## config.mk

```make
export PLATFORM = sky130hd
export DESIGN_NAME = fifo_drain_ctrl
export DESIGN_NICKNAME = d
export VERILOG_FILES = /design/src/rtl/fifo_drain_ctrl.sv
export SDC_FILE = /design/constraint.sdc
export NUM_CORES = 1
export LEC_CHECK = 0
export ABC_AREA = 1
export CORE_MARGIN = 4
export CORE_UTILIZATION = 50
export CTS_CLUSTER_DIAMETER = 30
export DETAILED_ROUTE_END_ITERATION = 10
export GPL_TIMING_DRIVEN = 0
export PLACE_DENSITY_LB_ADDON = 0.25
export SLEW_MARGIN = 40
export SYNTH_ARGS = -nofsm -noshare
export SYNTH_HDL_FRONTEND = slang
export SYNTH_SLANG_ARGS = --single-unit
```

## constraint.sdc

```tcl
create_clock -name clk -period 3.6 [get_ports clk]
set_input_delay 0.72 -clock clk [delete_from_list [all_inputs] [get_ports clk]]
set_output_delay 0.72 -clock clk [all_outputs]
set_load 0.1 [all_outputs]
```

## src/rtl/fifo_drain_ctrl.sv

```systemverilog
// rtl/fifo_drain_ctrl.sv - FIFO read-side drain controller with 2-entry output buffer
module fifo_drain_ctrl #(
    parameter int DATA_WIDTH = 8,
    parameter int CNT_WIDTH  = 16
) (
    input  logic                  clk,
    input  logic                  rst_n,
    output logic                  fifo_rd,
    input  logic [DATA_WIDTH-1:0] fifo_data_out,
    input  logic                  fifo_empty,
    input  logic                  fifo_threshold,
    input  logic                  fifo_underflow,
    input  logic                  flush,
    input  logic                  hold,
    output logic [DATA_WIDTH-1:0] data_out,
    output logic                  valid,
    input  logic                  ready,
    output logic                  busy,
    output logic [CNT_WIDTH-1:0]  word_count,
    output logic                  err_underflow
);

    typedef enum logic {
        S_IDLE  = 1'b0,
        S_DRAIN = 1'b1
    } state_t;

    state_t                state_q, state_d;
    logic [1:0]            buf_cnt_q, buf_cnt_d;
    logic [DATA_WIDTH-1:0] buf0_q, buf0_d;
    logic [DATA_WIDTH-1:0] buf1_q, buf1_d;
    logic                  inflight_q, inflight_d;
    logic [CNT_WIDTH-1:0]  word_count_q, word_count_d;
    logic                  err_q, err_d;

    logic                  pop;
    logic [2:0]            occ_after;
    logic                  space;

    // buf0 is always the head; a read is only issued when its word is
    // guaranteed a slot, counting the word already in flight.
    assign valid         = (buf_cnt_q != 2'd0);
    assign pop           = valid & ready;
    assign occ_after     = {1'b0, buf_cnt_q} + {2'b00, inflight_q} - {2'b00, pop};
    assign space         = (occ_after < 3'd2);
    assign fifo_rd       = (state_q == S_DRAIN) & ~fifo_empty & ~hold & space;
    assign data_out      = buf0_q;
    assign busy          = (state_q == S_DRAIN) | inflight_q | valid;
    assign word_count    = word_count_q;
    assign err_underflow = err_q;

    // Next-state: drain FSM, in-flight tracking, counters and sticky error
    always_comb begin
        state_d      = state_q;
        inflight_d   = fifo_rd;
        word_count_d = word_count_q + (pop ? {{(CNT_WIDTH-1){1'b0}}, 1'b1} : '0);
        err_d        = err_q | fifo_underflow;
        case (state_q)
            S_IDLE:  if (~fifo_empty & (fifo_threshold | flush)) state_d = S_DRAIN;
            S_DRAIN: if (fifo_empty & ~fifo_rd)                  state_d = S_IDLE;
            default: state_d = S_IDLE;
        endcase
    end

    // Next-state: 2-entry buffer, shift on pop, append returning read data at tail
    always_comb begin
        buf0_d    = buf0_q;
        buf1_d    = buf1_q;
        buf_cnt_d = buf_cnt_q;
        case ({inflight_q, pop})
            2'b11: begin
                if (buf_cnt_q == 2'd1) begin
                    buf0_d = fifo_data_out;
                end else begin
                    buf0_d = buf1_q;
                    buf1_d = fifo_data_out;
                end
            end
            2'b01: begin
                buf0_d    = buf1_q;
                buf_cnt_d = buf_cnt_q - 2'd1;
            end
            2'b10: begin
                if (buf_cnt_q == 2'd0) begin
                    buf0_d = fifo_data_out;
                end else begin
                    buf1_d = fifo_data_out;
                end
                buf_cnt_d = buf_cnt_q + 2'd1;
            end
            default: ;
        endcase
    end

    // State registers; reset discards buffered and in-flight words
    always_ff @(posedge clk or negedge rst_n) begin
        if (!rst_n) begin
            state_q      <= S_IDLE;
            buf_cnt_q    <= 2'd0;
            buf0_q       <= '0;
            buf1_q       <= '0;
            inflight_q   <= 1'b0;
            word_count_q <= '0;
            err_q        <= 1'b0;
        end else begin
            state_q      <= state_d;
            buf_cnt_q    <= buf_cnt_d;
            buf0_q       <= buf0_d;
            buf1_q       <= buf1_d;
            inflight_q   <= inflight_d;
            word_count_q <= word_count_d;
            err_q        <= err_d;
        end
    end

endmodule

```

==> impl_metrics.tcl <==
set metrics [dict create \
    final_nets 312 \
    initial_core_util_pct 52.6 \
    antenna_found_initial 0 \
    reg2reg_from "buf_cnt_q[0]" \
    grt_max_degree 20 \
    wirelength_microns 4640 \
    slew_headroom_pct 66.7 \
    finClkSkew_ps 6.94 \
    power.density_mw_per_mm2 972 \
    cp-end-kind "output pin" \
    worst-setup-path-type "flip-flop to output pin" \
    synthesis.area_sq_mm 0.00195 \
    outcome "complete, no violations" \
    critPathLaunchType "flip-flop" \
    instances_no_fill 339 \
    wire_per_inst_microns 13.7 \
    crit_start "buf_cnt_q[0]" \
    wl_met1_microns 2030 \
    cts_root_buf "clkbuf_8" \
    cp_data_required_time_ps 2880 \
    post_dp_cell_area_sq_mm 0.00237 \
    gp_congestion 0.856 \
    hp-class "input pin to async pin" \
    synth_top_cell_by_area "dfrtp_1" \
    pre_cts_slack_ps 213 \
    fmax_mhz 288 \
    cts.clk_slew.worst_paths_ps 80 \
    dp_hpwl_microns 3410 \
    synth-edff-count 0 \
    synthTopCellsByArea "dfrtp_1 47%, nand2_1 17%, a21oi_1 4.4%, nor2_1 4.0%, nand3_1 3.6%" \
    met3WireLength_microns 257 \
    vias 1775 \
    synth_common_cells "87 x nand2_1, 37 x dfrtp_1, 21 x nor2_1" \
    dr.max_layer_used "met4" \
    rsz0062_at_grt "no" \
    worst_slack_ps 131 \
    fin_area_sq_mm 0.00250 \
    yosysWarnings 0 \
    cts_sinks 37 \
    ioPinCount 44 \
    portBuffers 42 \
    power.static_leakage_nw 1.25 \
    grt_usage_pct 19.3 \
    vdd_ir_drop_max_mv 0.849 \
    placement_rows 22 \
    dieArea_sq_mm 0.00497 \
    clockBufferDepth 2 \
    critPathMaxFanout 9 \
    r2r_slack_ps 1310 \
    hold_viol 0 \
    grt_pass1_wl_microns 7690 \
    syn2layout_area_growth_pct 27.9 \
    wl_met2_microns 2220 \
    tightestPinTransition_ps 503 \
    numCtsBuffers 5 \
    fin_hold_ws_ps 371 \
    max-cap-violations 0 \
    core_area_sq_mm 0.00372 \
    syn_nets 259 \
    cts_tree "yes" \
    synth.distinct_cells 27 \
    gr-total-overflow 0 \
    cp.arrival_ps 2750 \
    ys_ff_latch 37 \
    syn_area_per_cell_sq_um 8.25 \
    ant_nets 0 \
    clk_latency_ps 290 \
    via_per_inst 5.24 \
    rr_worst_depth 10 \
    grt_pass1_vias 1666 \
    period_needed_ps 3470 \
    drt-initial-drc-count 46 \
    die_x_microns 70.5 \
    dr.pass1.iters 4 \
    holdBufCountCts 0 \
    diodes 0 \
    yosys.area.top_type_share_pct 47.4 \
    fp.dieH_microns 70.5 \
    synthCells 237 \
    dp.cells 328 \
    yosysSeqAreaShare_pct 47.4 \
    regToRegEndpoint "inflight_q" \
    synth_most_common_cell "nand2_1" \
    drive_gt1_share_pct 22.3 \
    synthArstFlopShare_pct 100 \
    synth_ff_type "dfrtp_1" \
    slew_viol_final 0 \
    drc 0 \
    htreeDepth 2 \
    setup_viol 0 \
    finalCritPeriodShare_pct 96.4 \
    endpoint "fifo_rd" \
]
## sequential cells by signal, indices dropped and copies added (netlist names)
| signal | flops |
|---|---|
| buf1_q | 8 |
| data_out | 8 |
| state_q | 1 |
| err_underflow | 1 |
| buf_cnt_q | 2 |
| inflight_q | 1 |
| word_count | 16 |
## cell usage in the layout, fill, tap and decap left out
| cell type | netlist | routed |
|---|---|---|
| nand2_1 | 87 | 86 |
| ha_4 | 0 | 1 |
| o21ai_0 | 1 | 1 |
| buf_8 | 0 | 1 |
| inv_1 | 6 | 6 |
| inv_2 | 5 | 5 |
| clkinv_2 | 1 | 2 |
| nor4_4 | 0 | 1 |
| clkbuf_8 | 0 | 7 |
| fa_1 | 1 | 1 |
| dfrtp_2 | 0 | 1 |
| clkdlybuf4s50_1 | 0 | 13 |
| nor2_1 | 21 | 21 |
| dfrtp_1 | 37 | 36 |
| nand2_8 | 0 | 1 |
| nand2_4 | 2 | 1 |
| buf_16 | 0 | 1 |
| buf_6 | 1 | 2 |
| and2_1 | 1 | 1 |
| buf_4 | 2 | 4 |
| buf_2 | 3 | 31 |
| a21oi_1 | 17 | 17 |
| ha_1 | 5 | 4 |
| nand3_1 | 14 | 14 |
| or2_2 | 1 | 1 |
| nand2_2 | 1 | 2 |
| nand3b_1 | 2 | 2 |
| nand4_1 | 8 | 8 |
| clkinv_4 | 0 | 1 |
| nand3_2 | 1 | 1 |
| xor2_1 | 8 | 8 |
| xnor2_1 | 8 | 8 |
| nor3_2 | 1 | 1 |
| o21ai_4 | 1 | 1 |
## worst max-delay path: stages (launching register included)
cell	delay [ps]
dfrtp_1	400
inv_1	60
ha_1	240
inv_2	130
nand2_8	80
ha_4	260
clkinv_4	80
nand2_1	70
fa_1	500
nand2_2	60
nor4_4	310
buf_6	270
## per-stage QoR
stage | setup TNS (ps) | power, mW | utilization [%]
after floorplan | -56.0 | 1.82 | -
after global placement | -466 | 2.14 | 66.9
after detailed placement | 0 | 2.08 | 63.7
after CTS | 0 | 2.41 | 66.5
after global routing | 0 | 2.57 | 67.3
final | 0 | 2.43 | 67.3
## cells by family after synthesis
family | count (synthesis) | share of synthesized area [%]
adders and majority gates | 6 | 4.23
xor gates and xnor gates | 16 | 7.17
DFF | 37 | 47.4
and+or+nand+nor | 140 | 31.1
buffers and inverters | 19 | 4.67
AOI/OAI and AO/OA | 19 | 5.44
## where the power goes
group,total (mW),switching [mW],internal [mW]
combinational,1.44,1.11,0.336
sequential,0.666,0.109,0.558
clock,0.322,0.149,0.173
total,2.43,1.36,1.07
## timing repair
action                     CTS  global route
setup buffers                0             3
resized for setup            1             2
setup endpoints to repair    1             1
## how the worst min path moves through the flow
stage	endpoint	startpoint	slack (ps)	cells past startpoint
final	buf_cnt_q[0]	rst_n	370	1
after global routing	buf_cnt_q[0]	rst_n	400	1
after CTS	buf_cnt_q[0]	rst_n	380	1
after detailed placement	err_underflow	err_underflow	440	1
after global placement	err_underflow	err_underflow	450	1
after floorplan	buf1_q[0]	rst_n	420	0
## area by class of cell
class	instances	area, sq um
multi-input cells	181	976
flip-flops and latches	37	927
well taps	48	60.1
clock inverters	1	5.00
fillers	327	1220
inverters	13	55.1
repair buffers	46	332
plain buffers	6	48.8
clock buffers	7	96.3
## metal layers
metal | track usage (%) | vias to the layer above
met5 | 0 | -
li1 | - | 867
met3 | 4.32 | 13
met4 | 8.72 | 0
met2 | 30.6 | 57
met1 | 25.3 | 838
Note: power is estimated with default switching activity, not from simulation.
